**config.mk**
```make
export PLATFORM = sky130hd
export DESIGN_NAME = ex_stage_flat
export DESIGN_NICKNAME = d
export VERILOG_FILES = /design/src/rtl/ex_pkg.sv /design/src/rtl/ex_if.sv /design/src/rtl/ex_shifter.sv /design/src/rtl/ex_stage.sv /design/src/flat_wrapper.sv
export SDC_FILE = /design/constraint.sdc
export NUM_CORES = 1
export LEC_CHECK = 0
export ABC_AREA = 1
export CORE_MARGIN = 2
export CORE_UTILIZATION = 43
export DETAILED_ROUTE_END_ITERATION = 16
export PLACE_DENSITY = 0.74
export SLEW_MARGIN = 25
export SYNTH_ARGS = -nofsm -noshare
export SYNTH_HDL_FRONTEND = slang
export SYNTH_SLANG_ARGS = --single-unit
```
**constraint.sdc**
```tcl
create_clock -name clk -period 2.2 [get_ports clk]
set_input_delay 0.33 -clock clk [delete_from_list [all_inputs] [get_ports clk]]
set_output_delay 0.33 -clock clk [all_outputs]
set_load 0.01 [all_outputs]
```
**src/rtl/ex_pkg.sv**
```systemverilog
// Shared types and constants for the execute stage (opcodes, FSM states, widths).
// The optional barrel shifter is selected elsewhere with EX_BARREL_SHIFT_EN.
package ex_pkg;

    localparam int XLEN    = 64;
    localparam int RD_W    = 5;
    localparam int SHAMT_W = 6;

    // Codes 10..15 are reserved and produce a zero result.
    typedef enum logic [3:0] {
        OP_ADD  = 4'd0,
        OP_SUB  = 4'd1,
        OP_AND  = 4'd2,
        OP_OR   = 4'd3,
        OP_XOR  = 4'd4,
        OP_SLT  = 4'd5,
        OP_SLTU = 4'd6,
        OP_SLL  = 4'd7,
        OP_SRL  = 4'd8,
        OP_SRA  = 4'd9
    } ex_op_e;

    typedef enum logic {
        ST_IDLE  = 1'b0,
        ST_SHIFT = 1'b1
    } ex_state_e;

    function automatic logic is_shift_op(input logic [3:0] op);
        return (op == OP_SLL) || (op == OP_SRL) || (op == OP_SRA);
    endfunction

endpackage

```
**src/rtl/ex_if.sv**
```systemverilog
// Decode-to-execute request channel and execute-to-writeback result slot.
// The stage uses the slave modport; the surrounding pipeline uses master.
interface ex_if;
    import ex_pkg::*;

    // Both channels: a transfer happens on a rising edge where valid && ready;
    // the sender holds valid and its payload stable until that edge, and ready
    // may depend combinationally on the receiver's own state.
    logic               in_valid;
    logic               in_ready;
    logic [3:0]         in_op;
    logic [XLEN-1:0]    in_a;
    logic [XLEN-1:0]    in_b;
    logic [RD_W-1:0]    in_rd;

    logic               out_valid;
    logic               out_ready;
    logic [XLEN-1:0]    out_result;
    logic [RD_W-1:0]    out_rd;
    logic               out_ov;

    modport master (
        output in_valid, in_op, in_a, in_b, in_rd, out_ready,
        input  in_ready, out_valid, out_result, out_rd, out_ov
    );

    modport slave (
        input  in_valid, in_op, in_a, in_b, in_rd, out_ready,
        output in_ready, out_valid, out_result, out_rd, out_ov
    );

endinterface

```
**src/rtl/ex_shifter.sv**
```systemverilog
// Shift datapath: one-bit-per-cycle iterative shifter by default, or a purely
// combinational barrel shifter when EX_BARREL_SHIFT_EN is defined.
module ex_shifter
    import ex_pkg::*;
(
    input  logic               clk,
    input  logic               rst_n,
    input  logic               load,
    input  logic               step,
    input  logic [3:0]         op,
    input  logic [XLEN-1:0]    a,
    input  logic [SHAMT_W-1:0] shamt,
    output logic [XLEN-1:0]    imm_result,
    output logic [XLEN-1:0]    iter_result,
    output logic               last
);

`ifdef EX_BARREL_SHIFT_EN

    logic unused_ok;
    assign unused_ok = &{1'b0, clk, rst_n, load, step};

    always_comb begin
        imm_result = a;
        case (op)
            OP_SLL:  imm_result = a << shamt;
            OP_SRL:  imm_result = a >> shamt;
            OP_SRA:  imm_result = $unsigned($signed(a) >>> shamt);
            default: imm_result = a;
        endcase
    end

    assign iter_result = '0;
    assign last        = 1'b0;

`else

    logic [XLEN-1:0]    sh_q;
    logic [SHAMT_W-1:0] cnt_q;
    logic [3:0]         op_q;

    function automatic logic [XLEN-1:0] shift1(input logic [3:0] o, input logic [XLEN-1:0] v);
        case (o)
            OP_SLL:  return {v[XLEN-2:0], 1'b0};
            OP_SRA:  return {v[XLEN-1], v[XLEN-1:1]};
            default: return {1'b0, v[XLEN-1:1]};
        endcase
    endfunction

    // The last bit of shift happens on the way into the output slot, so the
    // register stops one step short and waits there while the slot is busy.
    assign last        = (cnt_q == SHAMT_W'(1));
    assign iter_result = shift1(op_q, sh_q);
    assign imm_result  = a;

    always_ff @(posedge clk or negedge rst_n) begin
        if (!rst_n) begin
            sh_q  <= '0;
            cnt_q <= '0;
            op_q  <= '0;
        end else if (load) begin
            sh_q  <= a;
            cnt_q <= shamt;
            op_q  <= op;
        end else if (step && !last) begin
            sh_q  <= shift1(op_q, sh_q);
            cnt_q <= cnt_q - SHAMT_W'(1);
        end
    end

`endif

endmodule

```
**src/rtl/ex_stage.sv**
```systemverilog
// Execute stage: ALU, shift sequencing FSM and a single registered result slot.
// Define EX_BARREL_SHIFT_EN to compute shifts in one cycle and drop the SHIFT state.
module ex_stage
    import ex_pkg::*;
(
    input  logic      clk,
    input  logic      rst_n,
    input  logic      flush,
    input  logic      ov_clr,
    ex_if.slave       io,
    output logic      ov_sticky,
    output logic      busy,
    output ex_state_e state_dbg
);

    ex_state_e          state_q;
    ex_state_e          state_d;
    logic               slot_free;
    logic               accept;
    logic               start_iter;
    logic               alu_load;
    logic               sh_done;
    logic               sh_step;
    logic               sh_last;
    logic [SHAMT_W-1:0] shamt;
    logic [XLEN-1:0]    sh_imm;
    logic [XLEN-1:0]    sh_iter;
    logic [XLEN-1:0]    sum;
    logic [XLEN-1:0]    diff;
    logic [XLEN-1:0]    alu_res;
    logic               alu_ov;
    logic [RD_W-1:0]    sh_rd_q;

    assign slot_free   = !io.out_valid || io.out_ready;
    assign io.in_ready = !flush && (state_q == ST_IDLE) && slot_free;
    assign accept      = io.in_valid && io.in_ready;
    assign shamt       = io.in_b[SHAMT_W-1:0];

`ifdef EX_BARREL_SHIFT_EN
    assign start_iter = 1'b0;
`else
    assign start_iter = accept && is_shift_op(io.in_op) && (shamt != '0);
`endif

    assign alu_load = accept && !start_iter;
    assign sh_step  = (state_q == ST_SHIFT) && !flush;
    assign sh_done  = sh_step && sh_last && slot_free;

    ex_shifter u_shifter (
        .clk         (clk),
        .rst_n       (rst_n),
        .load        (start_iter),
        .step        (sh_step),
        .op          (io.in_op),
        .a           (io.in_a),
        .shamt       (shamt),
        .imm_result  (sh_imm),
        .iter_result (sh_iter),
        .last        (sh_last)
    );

    assign sum  = io.in_a + io.in_b;
    assign diff = io.in_a + ~io.in_b + XLEN'(1);

    always_comb begin
        alu_res = '0;
        alu_ov  = 1'b0;
        case (io.in_op)
            OP_ADD: begin
                alu_res = sum;
                alu_ov  = (io.in_a[XLEN-1] == io.in_b[XLEN-1]) && (sum[XLEN-1] != io.in_a[XLEN-1]);
            end
            OP_SUB: begin
                alu_res = diff;
                alu_ov  = (io.in_a[XLEN-1] != io.in_b[XLEN-1]) && (diff[XLEN-1] != io.in_a[XLEN-1]);
            end
            OP_AND:  alu_res = io.in_a & io.in_b;
            OP_OR:   alu_res = io.in_a | io.in_b;
            OP_XOR:  alu_res = io.in_a ^ io.in_b;
            OP_SLT:  alu_res = XLEN'($signed(io.in_a) < $signed(io.in_b));
            OP_SLTU: alu_res = XLEN'(io.in_a < io.in_b);
            OP_SLL, OP_SRL, OP_SRA: alu_res = sh_imm;
            default: alu_res = '0;
        endcase
    end

`ifdef EX_BARREL_SHIFT_EN
    assign state_q = ST_IDLE;
    assign state_d = ST_IDLE;
`else
    always_ff @(posedge clk or negedge rst_n) begin
        if (!rst_n) state_q <= ST_IDLE;
        else        state_q <= state_d;
    end

    always_comb begin
        state_d = state_q;
        case (state_q)
            ST_IDLE:  if (start_iter) state_d = ST_SHIFT;
            ST_SHIFT: if (flush || sh_done) state_d = ST_IDLE;
            default:  state_d = ST_IDLE;
        endcase
    end
`endif

    assign busy      = (state_q == ST_SHIFT);
    assign state_dbg = state_q;

    always_ff @(posedge clk or negedge rst_n) begin
        if (!rst_n) sh_rd_q <= '0;
        else if (start_iter) sh_rd_q <= io.in_rd;
    end

    // A load only happens when the slot is free or draining, so a same-cycle
    // drain is covered by simply overwriting the slot.
    always_ff @(posedge clk or negedge rst_n) begin
        if (!rst_n) begin
            io.out_valid  <= 1'b0;
            io.out_result <= '0;
            io.out_rd     <= '0;
            io.out_ov     <= 1'b0;
        end else if (flush) begin
            io.out_valid <= 1'b0;
        end else if (sh_done) begin
            io.out_valid  <= 1'b1;
            io.out_result <= sh_iter;
            io.out_rd     <= sh_rd_q;
            io.out_ov     <= 1'b0;
        end else if (alu_load) begin
            io.out_valid  <= 1'b1;
            io.out_result <= alu_res;
            io.out_rd     <= io.in_rd;
            io.out_ov     <= alu_ov;
        end else if (io.out_ready) begin
            io.out_valid <= 1'b0;
        end
    end

    always_ff @(posedge clk or negedge rst_n) begin
        if (!rst_n)                                         ov_sticky <= 1'b0;
        else if (ov_clr)                                    ov_sticky <= 1'b0;
        else if (io.out_valid && io.out_ready && io.out_ov) ov_sticky <= 1'b1;
    end

endmodule

```
**src/flat_wrapper.sv**
```systemverilog
// flat-port wrapper written by rule: the top's interface ports become plain ports
module ex_stage_flat import ex_pkg::*;
  (clk, rst_n, flush, ov_clr, ov_sticky, busy, state_dbg, io_in_valid, io_in_op, io_in_a, io_in_b, io_in_rd, io_out_ready, io_in_ready, io_out_valid, io_out_result, io_out_rd, io_out_ov);
  ex_if io_i ();
  input  logic clk;
  input  logic rst_n;
  input  logic flush;
  input  logic ov_clr;
  output logic ov_sticky;
  output logic busy;
  output ex_state_e state_dbg;
  input wire logic [$bits(io_i.in_valid)-1:0] io_in_valid;
  input wire logic [$bits(io_i.in_op)-1:0] io_in_op;
  input wire logic [$bits(io_i.in_a)-1:0] io_in_a;
  input wire logic [$bits(io_i.in_b)-1:0] io_in_b;
  input wire logic [$bits(io_i.in_rd)-1:0] io_in_rd;
  input wire logic [$bits(io_i.out_ready)-1:0] io_out_ready;
  output wire logic [$bits(io_i.in_ready)-1:0] io_in_ready;
  output wire logic [$bits(io_i.out_valid)-1:0] io_out_valid;
  output wire logic [$bits(io_i.out_result)-1:0] io_out_result;
  output wire logic [$bits(io_i.out_rd)-1:0] io_out_rd;
  output wire logic [$bits(io_i.out_ov)-1:0] io_out_ov;
  assign io_i.in_valid = io_in_valid;
  assign io_i.in_op = io_in_op;
  assign io_i.in_a = io_in_a;
  assign io_i.in_b = io_in_b;
  assign io_i.in_rd = io_in_rd;
  assign io_i.out_ready = io_out_ready;
  assign io_in_ready = io_i.in_ready;
  assign io_out_valid = io_i.out_valid;
  assign io_out_result = io_i.out_result;
  assign io_out_rd = io_i.out_rd;
  assign io_out_ov = io_i.out_ov;
  ex_stage u_core (.clk(clk), .rst_n(rst_n), .flush(flush), .ov_clr(ov_clr), .io(io_i), .ov_sticky(ov_sticky), .busy(busy), .state_dbg(state_dbg));
endmodule
```
# Word-level counts from Yosys, hierarchy flattened
# Cells that the tools add are included.
# totals
ff_bits,152
input_bits,143
out_inout_bits,75
wordCells,90
# classes
add_sub_neg,4
magnitude_cmp,2
n_eq_ne,16
mux,22
bitwise_logic,6
reduce_logical,30
# op_table
op,count
$pmux 64 s8,1
$mux 64,4
$add 64x64->64,2
$lt 64x64->1,2
$pmux 64 s2,1
$add 64x1->64 const B,1
$and 64x64->64,1
$not 64->64,1
$or 64x64->64,1
$xor 64x64->64,1
$eq 4x3->1 const B,5
$logic_and 1x1->1,14
$eq 4x4->1 const B,3
$mux 6,2
$mux 1,10
$mux 5,2
$eq 4x2->1 const B,2
$eq 6x1->1 const B,1
$reduce_bool 2->1,3
$reduce_bool 6->1,1
$sub 6x1->6 const B,1
$eq 4x1->1 const B,1
$logic_not 1->1,4
$logic_not 4->1,1
other kinds (8),15

# Logic depth before layout (Yosys ltp)
# depth
ltp_word,11
depth_mapped,21
depth_no_buf,20

# By module
# A second synthesis with hierarchy kept.
# unflattened
cells_unflattened,4284
hier_area_um2,23897.9
# by_module_without_submodules
module,n_inst,cells_each,area_each_um2,seq_area_each_um2
ex_stage,1,3590,19139.6,1951.9
ex_shifter,1,694,4758.3,1851.8

# Worst setup path after synthesis
# No wires, ideal clock.
# synth_path
kind,input to register
from,input port io_in_a[0]
to,register u_core.io.out_result[0]
setup_time_ns,0.123
arrival_ns,2.005
t_required_ns,2.077
setup_slack_ns,0.072
cell_stages,19
path_buffers,0
cell_sequence,inv_1 -> ha_1 -> fa_1 -> inv_1 -> nand2_1 -> nand3_1 -> nand2_1 -> nand2_1 -> nand2_1 -> nand2_1 -> nand2_1 -> nand2_1 -> nand2_1 -> nand3_1 -> nand2_1 -> inv_1 -> nand2_1 -> nand2_1 -> a21oi_1
# synth_via
elab_chain_cells,5
elab_cells_between_ends,11
classes_between,add/sub (3); order compare (2); mux (3); bitwise (3)
# synth_lines
item,line_no,source
from (decl),flat_wrapper.sv:14,input wire logic [$bits(io_i.in_a)-1:0] io_in_a;
$add 64x64->64,ex_stage.sv:63,assign diff = io.in_a + ~io.in_b + XLEN'(1);
$add 64x1->64,ex_stage.sv:63,
$pmux 64 s8 *,ex_stage.sv:68,case (io.in_op)
$mux 64 *,ex_stage.sv:129,end else if (alu_load) begin
$mux 64 *,ex_stage.sv:124,end else if (sh_done) begin
to (signal assigned),ex_stage.sv:126,io.out_result <= sh_iter;
to (signal assigned),ex_stage.sv:131,io.out_result <= alu_res;
to (decl),ex_if.sv:29,"output in_ready, out_valid, out_result, out_rd, out_ov"
# Mark *: on every way between the ends. The rest lies on a longest branch, timed or not. The select of a mux whose other input is x is not followed.
# A chain may end at the register's enable or synchronous reset.

# Final worst setup path
# layout_path
from,input port io_in_a[3]
to,register u_core.io.out_result[13]
# Same word-level chain as after synthesis.

==> summary.txt <==
Global route
  – Largest net degree at the start of global routing: 47
  – Remaining Overflow, GRT: 0
  – GR peak layer: met1
  – Number of global-route vias before repair: 30200
  – Gr usage total: 0.464
  – Antenna violations before repair: 8
  – GR Layer Usage met3: 0.176
  – First-pass GRT wire length: 185 mm
  – Met1 GRT Util: 0.653
  – GR met2 Demand/Resource: 0.642

Placement
  – IO Port Bufs: 217
  – RePlAce Congestion: 1.14
  – Placed cell area: 32500 um2
  – Dpl hpwl: 104 mm

Timing
  – Final Hold Fails: 0
  – Final hold slack: 280 ps
  – Final Critical Period: 2220 ps
  – Layout Skew: 23.5 ps
  – Pins over their slew limit: 0
  – Final worst slack: -23.5 ps
  – RSZ-0062 raised after global routing: yes
  – Period utilisation layout: 1.01
  – Setup tns final: -28.4 ps
  – Max-Slew Margin vs Limit: 0.589
  – Final Setup Violations: 2
  – Actual slew at the worst max-slew pin: 610 ps
  – Fmax: 0.450 GHz

Die
  – # rows: 84
  – Die Area: 54600 um2
  – Initial Utilization: 0.433
  – Core area: 52300 um2
  – Die height: 234 um
  – Die X: 234 um
  – IO Count: 218

Routing
  – Routed vias/inst: 5.52
  – DR DRC count: 0
  – Total number of vias: 32100
  – Drt total wl: 130 mm
  – Final ANT Viol Nets: 0
  – WL/cell: 22.3 um
  – DRT iter0 DRCs: 3975
  – 1st-pass router iterations: 8

Clock tree
  – CTS tree: yes
  – Clock sinks: 152
  – CTS Buf Count: 17
  – H-Tree Level Count: 4
  – Clk pin slew, worst setup/hold paths: 80 ps
  – Worst-Skew Late Latency: 490 ps
  – Clock buffer depth: 2
  – Clk root buf: clkbuf_16

Job
  – Max Cap Violations: 0

Outcome
  – Status: finished, violations left
  – Failing checks: setup timing

Synth
  – Yosys reg bits: 152
  – Synth Warn #: 0
  – Seq/Total Area, Yosys: 0.168
  – FFs w/ async S/R, synth: 1.00
  – Most used DFF post-synth: dfrtp_1
  – Net Count, Synth: 4400
  – Avg Cell Area, Syn: 5.63 um2
  – Synthesized area: 22700 um2
  – Post-synthesis cell type count: 44
  – Post-Syn Instances: 4030
  – EDFF count, synth: 0

Setup path
  – Buf/Inv on CP: 5
  – Crit path kind: primary input to register
  – CP top delay family: buffers and inverters
  – WP data arrival: 2630 ps
  – Crit path launch type: primary input
  – CP Cell Sequence: clkdlybuf4s15_1, buf_4, ha_2, nand2_2, nand2_2, inv_2, nand2_4, buf_4, nand2_1, nand2_1, buf_4, xor2_1, o211ai_1, nand2_1, a21oi_2
  – Largest fanout on the critical path: 3
  – Levels on crit path: 15
  – Max stage delay cell, worst path: o211ai_1
  – CP max stage delay: 490 ps
  – CP endpoint kind: register
  – Reg2reg path depth: 13
  – CP required: 2610 ps

Power and ir drop
  – Combinational group share of total power: 0.589
  – PD cells: 509 nW/um2
  – Switch share: 0.459
  – Net Sw Power: 8.68 mW
  – Clock power frac: 0.169
  – Total power: 18.9 mW
  – Leakage: 20.0 nW
  – Flop pwr share: 0.242
  – VDD IR-drop max: 0.000814 V
  – Int Pwr: 10.2 mW

Hold path
  – Hold Crit Depth: 4
  – Hold crit path type: primary input to register

Layout
  – Layout area overhead: 63.9%
  – Design area: 37200 um2
  – Layout cells sized above 1: 0.401
  – # diodes: 0
  – Final nets: 5480
-- synthesized netlist by cell type (all sizes together), types with 5 or more instances --
| cell | number | area, um2 |
|---|---|---|
| a221oi | 45 | 394 |
| o31ai | 11 | 82.6 |
| o21ai | 108 | 541 |
| clkbuf | 58 | 220 |
| buf | 94 | 552 |
| nor2 | 459 | 1780 |
| a31oi | 9 | 56.3 |
| o211ai | 10 | 75.1 |
| o22ai | 70 | 438 |
| nand4 | 28 | 175 |
| a21oi | 209 | 1050 |
| xor2 | 18 | 158 |
| a211oi | 8 | 60.1 |
| nor3 | 22 | 125 |
| mux2i | 19 | 190 |
| ha | 225 | 2820 |
| nand2 | 1292 | 4850 |
| and2 | 5 | 31.3 |
| o221ai | 65 | 569 |
| dfrtp | 152 | 3800 |
| o21bai | 10 | 75.1 |
| inv | 810 | 3040 |
| nand3 | 279 | 1400 |
-- path summary, 6_finish.rpt --
check / startpoint / endpoint / slack [ps]
setup / recovery: io_in_a[3] / u_core.io.out_result[13] / -20
hold / removal: io_in_a[0] / u_core.u_shifter.sh_q[0] / 280
setup reg to reg: u_core.io.out_valid / u_core.io.out_result[20] / 100
hold reg to reg: u_core.sh_rd_q[1] / u_core.sh_rd_q[1] / 480
max in group asynchronous: rst_n / u_core.io.out_result[46] / 1090
min in group asynchronous: rst_n / u_core.io.out_result[56] / 350
-- layer usage --
layer | vias to the layer above | wire length (um)
met4 | 8 | 4900
met5 | - | 76
met3 | 303 | 20300
met1 | 15000 | 53700
met2 | 2023 | 50700
li1 | 14800 | -
-- sequential cells by signal, indices dropped and copies added (netlist names) --
signal / cells
u_core.io.out_valid: 1
u_core.ov_sticky: 1
u_core.busy: 1
u_core.u_shifter.cnt_q: 6
u_core.sh_rd_q: 5
u_core.io.out_result: 64
u_core.io.out_rd: 5
u_core.u_shifter.op_q: 4
u_core.u_shifter.sh_q: 64
u_core.io.out_ov: 1
-- per-stage QoR --
step	instances	utilization	worst slack, ps
finish	5811	0.710	-23.5
global route	5811	0.710	-80.6
CTS	5784	0.680	-64.9
detailed placement	5719	0.620	-1250
global placement	5719	0.620	-1260
floorplan	4030	-	72.1
-- tightest hold or removal path, cell delays in order --
cell,delay [ps]
clkbuf_2,110
inv_1,80
buf_4,120
o211ai_1,90
-- logic make-up after synthesis --
logic type                 after synthesis  synth area share
and+or+nand+nor                       2095             0.372
buffers and inverters                  965             0.169
AOI/OAI and AO/OA                      552             0.150
adders and majority gates              227             0.126
DFF                                    152             0.168
xor gates and xnor gates                20           0.00773
muxes                                   19           0.00839
-- power groups by stage --
stage	logic, mW	registers, mW	clock network [mW]
floorplan	4.34	4.46	0
global placement	9.24	4.54	0
detailed placement	9.34	4.55	0
CTS	10.2	4.52	3.21
global route	11.9	4.64	3.28
finish	11.2	4.58	3.19
-- timing repair --
action | CTS | global route
pin swaps | 125 | 200
gates resized for setup | 806 | 671
endpoints found under the hold margin | 41 | 0
hold buffers | 1 | 0
setup endpoints to repair | 62 | 75
setup buffers | 33 | 28
-- cell type report --
cell class	count	area [um2]
Clock buffer	18	439
Clock inverter	14	155
Fill cell	4559	15200
Inverter	813	3060
Multi-Input combinational cell	2913	18900
Sequential cell	152	3800
Tap cell	688	861
Timing Repair Buffer	1213	9990
-- cells in the final DEF, fill, tap and decap left out, types with 14 or more instances in the layout --
cell type,Yosys,final
ha_2,0,17
a21oi_4,0,14
o21ai_1,4,23
clkdlybuf4s15_1,0,16
o21ai_0,104,75
ha_1,225,144
o221ai_1,65,65
mux2i_1,19,19
nor2_1,439,269
a21oi_1,208,119
ha_4,0,64
dfrtp_1,152,152
nand4_1,28,28
buf_4,10,926
nand3_4,0,15
nand2_1,1291,1011
a21oi_2,1,76
buf_12,0,40
nor2_2,19,103
xor2_1,18,18
clkdlybuf4s50_1,0,85
inv_2,6,193
clkbuf_16,0,17
nor2_4,1,87
nand2_2,1,244
nand3_2,0,59
inv_1,804,614
buf_6,10,27
dlygate4sd2_1,0,24
a221oi_1,45,43
dlymetal6s2s_1,0,27
o22ai_1,70,70
nand3_1,279,205
nand2_4,0,34
clkbuf_2,2,63
Power figures use the tool's default switching activity.
